### src/rtl/adder_pkg.sv
// adder_pkg
// Shared types and helpers for the pipelined carry-skip adder.
//   gpk_e     : per-bit carry class produced by gpk_cell
//   sat_value : saturation constant for a given sign and operand width
package adder_pkg;

  // Carry class of one bit position. Exactly one applies per bit.
  typedef enum logic [2:0] {
    KILL = 3'b000,
    GEN  = 3'b001,
    PROP = 3'b010
  } gpk_e;

  // Returns the saturation limit in the low 'width' bits:
  // sign=0 -> largest positive value, sign=1 -> most negative value.
  // The caller keeps only the bits it needs.
  function automatic logic [63:0] sat_value(input logic sign, input int unsigned width);
    logic [63:0] msbOnly;
    msbOnly = 64'd1 << (width - 1);
    if (sign) begin
      return msbOnly;
    end
    return msbOnly - 64'd1;
  endfunction

endpackage

### src/rtl/carry_skip_adder_pipe_gpk_cell.sv
// gpk_cell
// Classifies one bit pair of an addition into generate, propagate or kill.
// Ports:
//   a_i   : operand A bit
//   b_i   : operand B bit (already inverted for subtraction)
//   cls_o : carry class of this bit position
module gpk_cell
  import adder_pkg::*;
(
  input  logic a_i,
  input  logic b_i,
  output gpk_e cls_o
);

  // Generate wins over propagate; a bit pair that does neither kills the
  // carry. The checks are mutually exclusive, so the order only documents
  // intent.
  always_comb begin
    cls_o = KILL;
    if (a_i & b_i) begin
      cls_o = GEN;
    end else if (a_i ^ b_i) begin
      cls_o = PROP;
    end
  end

endmodule

### src/rtl/carry_skip_adder_pipe.sv
// carry_skip_adder_pipe
// Two-stage pipelined signed carry-skip adder/subtractor with valid/ready
// streams on both sides. Stage 1 registers operands and per-bit / per-group
// carry classes; stage 2 ripples inside each group, lets a fully propagating
// group pass its incoming carry straight through, and registers the result.
// Optional feature: define CARRY_SKIP_SAT_EN to saturate sum_o on signed
// overflow (ovf_o and cout_o still report the raw result).
// Ports:
//   clk_i, rst_i              : clock, asynchronous active-high reset
//   in_valid_i / in_ready_o   : operand beat handshake
//   a_i, b_i                  : signed operands
//   sub_i                     : 1 = A-B, 0 = A+B+cin_i
//   cin_i                     : carry-in, ignored when subtracting
//   out_valid_o / out_ready_i : result handshake
//   sum_o, cout_o, ovf_o      : result, carry out of MSB, signed overflow
module carry_skip_adder_pipe
  import adder_pkg::*;
#(
  parameter int WIDTH = 16,
  parameter int BLOCK = 4
) (
  input  logic             clk_i,
  input  logic             rst_i,
  input  logic             in_valid_i,
  output logic             in_ready_o,
  input  logic [WIDTH-1:0] a_i,
  input  logic [WIDTH-1:0] b_i,
  input  logic             sub_i,
  input  logic             cin_i,
  output logic             out_valid_o,
  input  logic             out_ready_i,
  output logic [WIDTH-1:0] sum_o,
  output logic             cout_o,
  output logic             ovf_o
);

  localparam int NGROUPS = WIDTH / BLOCK;

  if ((BLOCK < 1) || (BLOCK > WIDTH) || ((WIDTH % BLOCK) != 0)) begin : gen_param_check
    $error("carry_skip_adder_pipe: WIDTH must be a non-zero multiple of BLOCK");
  end

  logic [WIDTH-1:0]   bEff;
  logic               cinEff;
  gpk_e               cls [WIDTH];
  logic [WIDTH-1:0]   genD, propD;
  logic [NGROUPS-1:0] pgD;

  logic               s1Valid_q;
  logic [WIDTH-1:0]   a_q, b_q, gen_q, prop_q;
  logic               cin_q;
  logic [NGROUPS-1:0] pg_q;

  logic [WIDTH:0]     carry;
  logic [WIDTH-1:0]   sum_d;
  logic               cout_d, ovf_d;
  logic               outValid_q;
  logic [WIDTH-1:0]   sum_q;
  logic               cout_q, ovf_q;

  logic               adv2, accept;

  // Subtraction is A + ~B + 1, so B is inverted and the carry-in forced high.
  assign bEff   = b_i ^ {WIDTH{sub_i}};
  assign cinEff = sub_i | cin_i;

  for (genvar i = 0; i < WIDTH; i++) begin : gen_cells
    gpk_cell u_cell (
      .a_i   (a_i[i]),
      .b_i   (bEff[i]),
      .cls_o (cls[i])
    );
  end

  // Flatten the per-bit classes into generate/propagate vectors and build the
  // group-propagate flags that let a carry jump over a whole group.
  always_comb begin
    genD  = '0;
    propD = '0;
    pgD   = '0;
    for (int i = 0; i < WIDTH; i++) begin
      genD[i]  = (cls[i] == GEN);
      propD[i] = (cls[i] == PROP);
    end
    for (int g = 0; g < NGROUPS; g++) begin
      pgD[g] = &propD[g*BLOCK +: BLOCK];
    end
  end

  // The output stage moves whenever it is empty or being drained; the input
  // stage can take a beat whenever it is empty or about to move on, which
  // lets bubbles collapse and keeps full rate with a ready consumer.
  assign adv2       = ~outValid_q | out_ready_i;
  assign in_ready_o = ~s1Valid_q | adv2;
  assign accept     = in_valid_i & in_ready_o;

  // Stage 1 register: operands, effective carry-in and carry classes.
  always_ff @(posedge clk_i or posedge rst_i) begin
    if (rst_i) begin
      s1Valid_q <= 1'b0;
      a_q       <= '0;
      b_q       <= '0;
      cin_q     <= 1'b0;
      gen_q     <= '0;
      prop_q    <= '0;
      pg_q      <= '0;
    end else begin
      if (in_ready_o) begin
        s1Valid_q <= in_valid_i;
      end
      if (accept) begin
        a_q    <= a_i;
        b_q    <= bEff;
        cin_q  <= cinEff;
        gen_q  <= genD;
        prop_q <= propD;
        pg_q   <= pgD;
      end
    end
  end

  // Ripple within each group. At a group boundary a fully propagating group
  // hands on the carry it received; that is the same value the ripple would
  // produce, only through a shorter path.
  always_comb begin
    carry    = '0;
    carry[0] = cin_q;
    for (int g = 0; g < NGROUPS; g++) begin
      for (int j = 0; j < BLOCK; j++) begin
        carry[g*BLOCK+j+1] = gen_q[g*BLOCK+j] | (prop_q[g*BLOCK+j] & carry[g*BLOCK+j]);
      end
      if (pg_q[g]) begin
        carry[(g+1)*BLOCK] = carry[g*BLOCK];
      end
    end
  end

  // Result assembly. Signed overflow is a mismatch between the carries into
  // and out of the sign bit; when saturating, the operand sign gives the
  // direction since both operands share it whenever overflow happens.
`ifdef CARRY_SKIP_SAT_EN
  logic [63:0] satWide;
  always_comb begin
    cout_d  = carry[WIDTH];
    ovf_d   = carry[WIDTH] ^ carry[WIDTH-1];
    satWide = sat_value(a_q[WIDTH-1], WIDTH);
    sum_d   = a_q ^ b_q ^ carry[WIDTH-1:0];
    if (ovf_d) begin
      sum_d = satWide[WIDTH-1:0];
    end
  end
`else
  always_comb begin
    cout_d = carry[WIDTH];
    ovf_d  = carry[WIDTH] ^ carry[WIDTH-1];
    sum_d  = a_q ^ b_q ^ carry[WIDTH-1:0];
  end
`endif

  // Stage 2 / output register. Holds its contents while the consumer stalls.
  always_ff @(posedge clk_i or posedge rst_i) begin
    if (rst_i) begin
      outValid_q <= 1'b0;
      sum_q      <= '0;
      cout_q     <= 1'b0;
      ovf_q      <= 1'b0;
    end else if (adv2) begin
      outValid_q <= s1Valid_q;
      if (s1Valid_q) begin
        sum_q  <= sum_d;
        cout_q <= cout_d;
        ovf_q  <= ovf_d;
      end
    end
  end

  assign out_valid_o = outValid_q;
  assign sum_o       = sum_q;
  assign cout_o      = cout_q;
  assign ovf_o       = ovf_q;

endmodule

### config.mk
export PLATFORM = sky130hd
export DESIGN_NAME = carry_skip_adder_pipe
export DESIGN_NICKNAME = d
export VERILOG_FILES = /design/src/rtl/adder_pkg.sv /design/src/rtl/carry_skip_adder_pipe_gpk_cell.sv /design/src/rtl/carry_skip_adder_pipe.sv
export SDC_FILE = /design/constraint.sdc
export NUM_CORES = 1
export LEC_CHECK = 0
export ABC_AREA = 1
export BUFFER_PORTS_ARGS = -buffer_cell sky130_fd_sc_hd__buf_2
export CAP_MARGIN = 0
export CORE_ASPECT_RATIO = 1.5
export CORE_MARGIN = 1.5
export CORE_UTILIZATION = 55
export CTS_CLUSTER_DIAMETER = 80
export DETAILED_ROUTE_END_ITERATION = 8
export GPL_ROUTABILITY_DRIVEN = 0
export GPL_TIMING_DRIVEN = 1
export MAX_ROUTING_LAYER = met4
export PLACE_DENSITY = 0.74
export REMOVE_ABC_BUFFERS = 1
export SLEW_MARGIN = 20
export SYNTH_ARGS = -nofsm -noshare
export SYNTH_HDL_FRONTEND = slang
export SYNTH_SLANG_ARGS = --single-unit
### constraint.sdc
create_clock -name clk_i -period 5.1 [get_ports clk_i]
set_clock_uncertainty 0.1 [all_clocks]
set_input_delay 0.255 -clock clk_i [delete_from_list [all_inputs] [get_ports clk_i]]
set_output_delay 0.255 -clock clk_i [all_outputs]
set_load 0.01 [all_outputs]
==> results of run 1 <==
layer usage:
layer | track usage | wire (um) | vias up
met3 | 0.0482 | 235 | 8
met5 | - | 0 | -
met2 | 0.364 | 4020 | 44
met1 | 0.278 | 3430 | 1455
li1 | - | - | 1564
met4 | 0.0727 | 122 | 0
cell families (layout without fill, tap and decap cells):
group           Yosys count  count (layout)  synth area share
xor+xnor                 48              48            0.0998
fa+ha+maj                16              16            0.0475
compound gates           48              48            0.0606
simple gates            220             220             0.220
buf+inv                  49             107            0.0437
flops                    89              89             0.529
synthesized netlist by cell type:
cell / n / area [sq um]
nand3_1: 2 / 10.0
xor2_1: 35 / 307
o21ai_1: 17 / 85.1
buf_1: 3 / 11.3
clkbuf_1: 17 / 63.8
nand3_2: 3 / 30.0
nor2_1: 4 / 15.0
nand2_1: 182 / 683
o21ai_0: 27 / 135
nand2_4: 1 / 11.3
dfrtp_1: 89 / 2230
o41ai_1: 4 / 35.0
inv_1: 18 / 67.6
xnor2_1: 13 / 114
nand2_2: 28 / 175
ha_1: 16 / 200
inv_2: 11 / 41.3
stage by stage:
step,setup WS (ps),utilization,hold slack (ps)
floorplan,2150,-,265
detailed placement,2300,0.625,133
global route,1950,0.655,9.83
finish,2320,0.655,18.4
global placement,2400,0.625,132
CTS,2270,0.655,0.739
sequential cells by signal, indices dropped and copies added (netlist names):
register / flops
cout_o: 1
b_q: 16
prop_q: 16
out_valid_o: 1
s1Valid_q: 1
a_q: 16
gen_q: 16
pg_q: 4
cin_q: 1
ovf_o: 1
sum_o: 16
what timing repair did:
item / in CTS / in global routing
gates resized for setup: 0 / 0
buffers inserted: 0 / 0
hold buffers: 3 / 0
endpoints found under the hold margin: 22 / 0
how the worst max path moves through the flow:
stage / start / endpoint / cells after the start / slack, ps
6_report: cin_q / ovf_o / 35 / 2320
5_1_grt: cin_q / ovf_o / 35 / 1950
4_1_cts: cin_q / ovf_o / 35 / 2270
3_5_place_dp: cin_q / ovf_o / 35 / 2300
3_3_place_gp: cin_q / ovf_o / 35 / 2400
2_1_floorplan: out_valid_o / pg_q[0] / 5 / 2150
worst max-delay path, delay by kind of cell, from the launching register on:
kind	cells	cell delay, ps
AND/OR/NAND/NOR	35	2170
flip-flops	1	390
final cells by class:
type | count | area, sq um
clock buffers | 12 | 155
clock inverters | 3 | 40.0
fillers | 684 | 2520
inverters | 29 | 110
multi-input cells | 332 | 1800
flip-flops and latches | 89 | 2230
well taps | 100 | 125
repair buffers | 63 | 338
power breakdown:
part	switching (uW)	internal, uW	leakage [uW]
logic	324	225	0.00133
clock network	231	249	0.000102
registers	91.7	863	0.00111
total	646	1340	0.00254
==> impl_metrics.env, run 1 <==
export IMPL_setup_tns_final_ps=0
export IMPL_coreArea_sq_um=7320
export IMPL_die_x_um=74.5
export IMPL_placedCellCount=610
export IMPL_rrSetupSlack_ps=2320
export IMPL_rr_startpoint="cin_q"
export IMPL_synth_seq_cells=89
export IMPL_clk_insertion_delay_late_ps=350
export IMPL_status="finished clean"
export IMPL_firstDrtPassIters=4
export IMPL_cp_max_fo=4
export IMPL_finalHoldViolCount=0
export IMPL_critPathMaxStageDelay_ps=390
export IMPL_dp_hpwl_um=5250
export IMPL_cp_common_cell="nand2_2"
export IMPL_portBuffers=57
export IMPL_max_freq_mhz=360
export IMPL_cts_max_level=3
export IMPL_io_pins=58
export IMPL_period_share=0.545
export IMPL_yosysSeqAreaShare=0.529
export IMPL_power_total_uw=1980
export IMPL_synth_area_per_cell_sq_um=8.96
export IMPL_maxCapViolations=0
export IMPL_cts_root_buf="clkbuf_8"
export IMPL_rsz0062_at_grt="false"
export IMPL_placed_area_sq_um=4570
export IMPL_ys_types=17
export IMPL_antenna_found_initial=0
export IMPL_stdcell_count=628
export IMPL_antenna_cells=0
export IMPL_grt_pass1_wl_um=13500
export IMPL_syn_inst=470
export IMPL_power_density_nw_per_um2=413
export IMPL_period_needed_ps=2780
export IMPL_critPathKind="reg2reg"
export IMPL_drive_gt1_frac=0.225
export IMPL_start_kind="register"
export IMPL_slew_viol_final=0
export IMPL_grt_overflow_total=0
export IMPL_worstHoldEndpoint="a_q[14]"
export IMPL_via_count=3071
export IMPL_grt_max_degree=71
export IMPL_rows=38
export IMPL_final_common_cell="nand2_1"
export IMPL_grt_pass1_vias=3002
export IMPL_clock_sinks=89
export IMPL_cts_path_max_buffers=2
export IMPL_final_nets=578
export IMPL_worst_setup_path_end_kind="register"
export IMPL_critical_path_slowest_cell="dfrtp_1"
export IMPL_ys_warn_count=0
export IMPL_final_antenna_net_count=0
export IMPL_fp_dieArea_sq_um=8200
export IMPL_syn2layout_area_growth_pct=13.9
export IMPL_numCtsBuffers=9
export IMPL_clk_pin_slew_ps=80
export IMPL_cp_arrival_ps=2930
export IMPL_track_usage=0.224
export IMPL_setup_viol=0
export IMPL_ir_drop_mv=0.207
export IMPL_netlist_area_sq_um=4210
export IMPL_first_iter_violations=224
export IMPL_min_path_type="in2reg"
export IMPL_final_area_sq_um=4800
export IMPL_die_h_um=110
export IMPL_rr_endpoint="ovf_o"
export IMPL_worst_r2r_cell_count=35
export IMPL_vias_per_cell=4.89
export IMPL_tightestPinTransition_ps=1030
export IMPL_slew_limit_headroom=0.314
export IMPL_p_leak_uw=0.00254
export IMPL_min_delay_start="a_i[14]"
export IMPL_cts_tree="done"
export IMPL_cp_required_ps=5250
export IMPL_hold_depth=3
export IMPL_wirelength_um=7820
export IMPL_mostFrequentLayoutCells="181 x nand2_1, 89 x dfrtp_1, 57 x buf_2, 35 x xor2_1, 29 x nand2_2"
export IMPL_wire_per_inst_um=12.4
export IMPL_drcViolationCount=0
export IMPL_start_util=0.575
No activity file was read; power rests on OpenSTA's default activity.
==> run 2: changes to the inputs <==
CORE_UTILIZATION = 52   (was 55)
PLACE_DENSITY = 0.73   (was 0.74)
clock period = 2.5 ns   (was 5.1 ns; I/O delays follow)
==> run 2 against run 1 <==
  * The run now ends with negative setup slack left
  * Critical path depth fell by 3
  * Flip-flop and latch count is the same
  * Final cell count up 9.7%
  * Register-to-register slack lost 2500 ps
  * Fmax grew 4.9%
  * Power is 130% higher
==> impl_metrics.env, run 2 (synthesis gave the netlist of run 1 again) <==
export IMPL_status="complete, but fails checks"
export IMPL_violations="negative setup slack"
export IMPL_wirelength_um=8490
export IMPL_first_iter_violations=153
export IMPL_final_common_cell="nand2_1"
export IMPL_dp_hpwl_um=5330
export IMPL_fp_dieArea_sq_um=8660
export IMPL_cp_depth=32
export IMPL_drive_gt1_frac=0.250
export IMPL_rows=40
export IMPL_io_pins=58
export IMPL_clk_insertion_delay_late_ps=340
export IMPL_vias_per_cell=4.80
export IMPL_critical_path_top_delay_family="simple AND/OR/NAND/NOR gates"
export IMPL_antenna_cells=0
export IMPL_max_freq_mhz=377
export IMPL_critical_path_slowest_cell="dfrtp_1"
export IMPL_critPathKind="reg2reg"
export IMPL_via_count=3310
export IMPL_critPathMaxStageDelay_ps=380
export IMPL_rsz0062_at_grt="true"
export IMPL_min_path_type="in2reg"
export IMPL_clock_sinks=89
export IMPL_antenna_found_initial=0
export IMPL_maxCapViolations=0
export IMPL_track_usage=0.221
export IMPL_grt_overflow_total=0
export IMPL_ir_drop_mv=0.450
export IMPL_whs_ps=18.3
export IMPL_cts_tree="done"
export IMPL_tightestPinTransition_ps=691
export IMPL_die_h_um=113
export IMPL_grt_max_degree=90
export IMPL_syn2layout_area_growth_pct=29.4
export IMPL_portBuffers=57
export IMPL_period_needed_ps=2650
export IMPL_cp_arrival_ps=2780
export IMPL_finalHoldViolCount=0
export IMPL_start_util=0.529
export IMPL_numCtsBuffers=9
export IMPL_start_kind="register"
export IMPL_worst_r2r_cell_count=32
export IMPL_cp_common_cell="nand2_2"
export IMPL_period_share=1.06
export IMPL_die_x_um=76.5
export IMPL_power_density_nw_per_um2=854
export IMPL_cp_max_fo=4
export IMPL_drcViolationCount=0
export IMPL_cts_root_buf="clkbuf_16"
export IMPL_fin_ws_ps=-152
export IMPL_cp_required_ps=2630
export IMPL_firstDrtPassIters=4
export IMPL_cts_path_max_buffers=2
export IMPL_clk_pin_slew_ps=60
export IMPL_p_leak_uw=0.00285
export IMPL_slew_viol_final=0
export IMPL_wire_per_inst_um=12.3
export IMPL_final_nets=633
export IMPL_setup_viol=5
export IMPL_pre_cts_ws_ps=-143
export IMPL_hold_depth=4
export IMPL_slew_limit_headroom=0.540
export IMPL_coreArea_sq_um=7960
export IMPL_cts_max_level=3
export IMPL_mostFrequentLayoutCells="180 x nand2_1, 89 x dfrtp_1, 57 x buf_2, 34 x xor2_1, 33 x dlygate4sd3_1"
export IMPL_crit_buf_inv=2
export IMPL_grt_pass1_vias=3269
export IMPL_postLayoutCoreUtil=0.685
export IMPL_grt_pass1_wl_um=14500
export IMPL_final_antenna_net_count=0
export IMPL_worst_setup_path_end_kind="register"
-- run 2: cell count changes in the layout (fill, tap and decap cells not counted), sizes merged --
cell	previous run	this run
dlygate4sd3	3	33
clkinv	3	2
buf	60	85
clkbuf	12	14
-- run 2: worst register-to-register path: cells and delay by family (launching register included) --
| kind | cells | cell delay, ps |
|---|---|---|
| simple gates | 30 | 1820 |
| flops | 1 | 380 |
| buf+inv | 2 | 240 |
-- run 2: final timing paths --
path                           start  endpoint  slack, ps
min reg2reg                 sum_o[1]  sum_o[1]        380
max in group asynchronous      rst_i   a_q[12]       1590
max reg2reg                prop_q[0]     ovf_o       -150
min                          b_i[13]   b_q[13]         20
max                        prop_q[0]     ovf_o       -150
min in group asynchronous      rst_i     ovf_o        320
-- run 2: cell type report --
cell class,count,area (sq um)
Timing Repair Buffer,118,858
Multi-Input combinational cell,332,1810
Tap cell,105,131
Fill cell,611,2510
Sequential cell,89,2230
Clock inverter,2,35.0
Clock buffer,14,274
Inverter,29,110
-- run 2: repair_timing --
action                                  CTS  global route
gates cloned                              0             0
resized for setup                         1             3
buffers inserted                          6             4
hold buffers                             33             0
hold endpoints to repair                121             0
endpoints found under the setup margin    4             7
-- run 2: where the power goes --
group | internal [uW] | switching (uW)
registers | 1770 | 191
logic | 612 | 702
clock network | 855 | 525
-- run 2: stage by stage --
stage | total power, uW | area (sq um) | cells | TNS [ps]
finish | 4650 | 5450 | 689 | -583
global route | 4940 | 5450 | 689 | -2110
CTS | 4660 | 5420 | 687 | -392
detailed placement | 3200 | 4730 | 632 | -378
global placement | 3150 | 4730 | 632 | -46.6
floorplan | 2730 | 4140 | 450 | -18860
-- run 2: layer usage --
metal | global-route usage | vias to the layer above | part of all wire
li1 | - | 1674 | -
met1 | 0.243 | 1550 | 0.43
met2 | 0.378 | 69 | 0.51
met3 | 0.0427 | 17 | 0.031
met4 | 0.115 | 0 | 0.027
met5 | - | - | 0
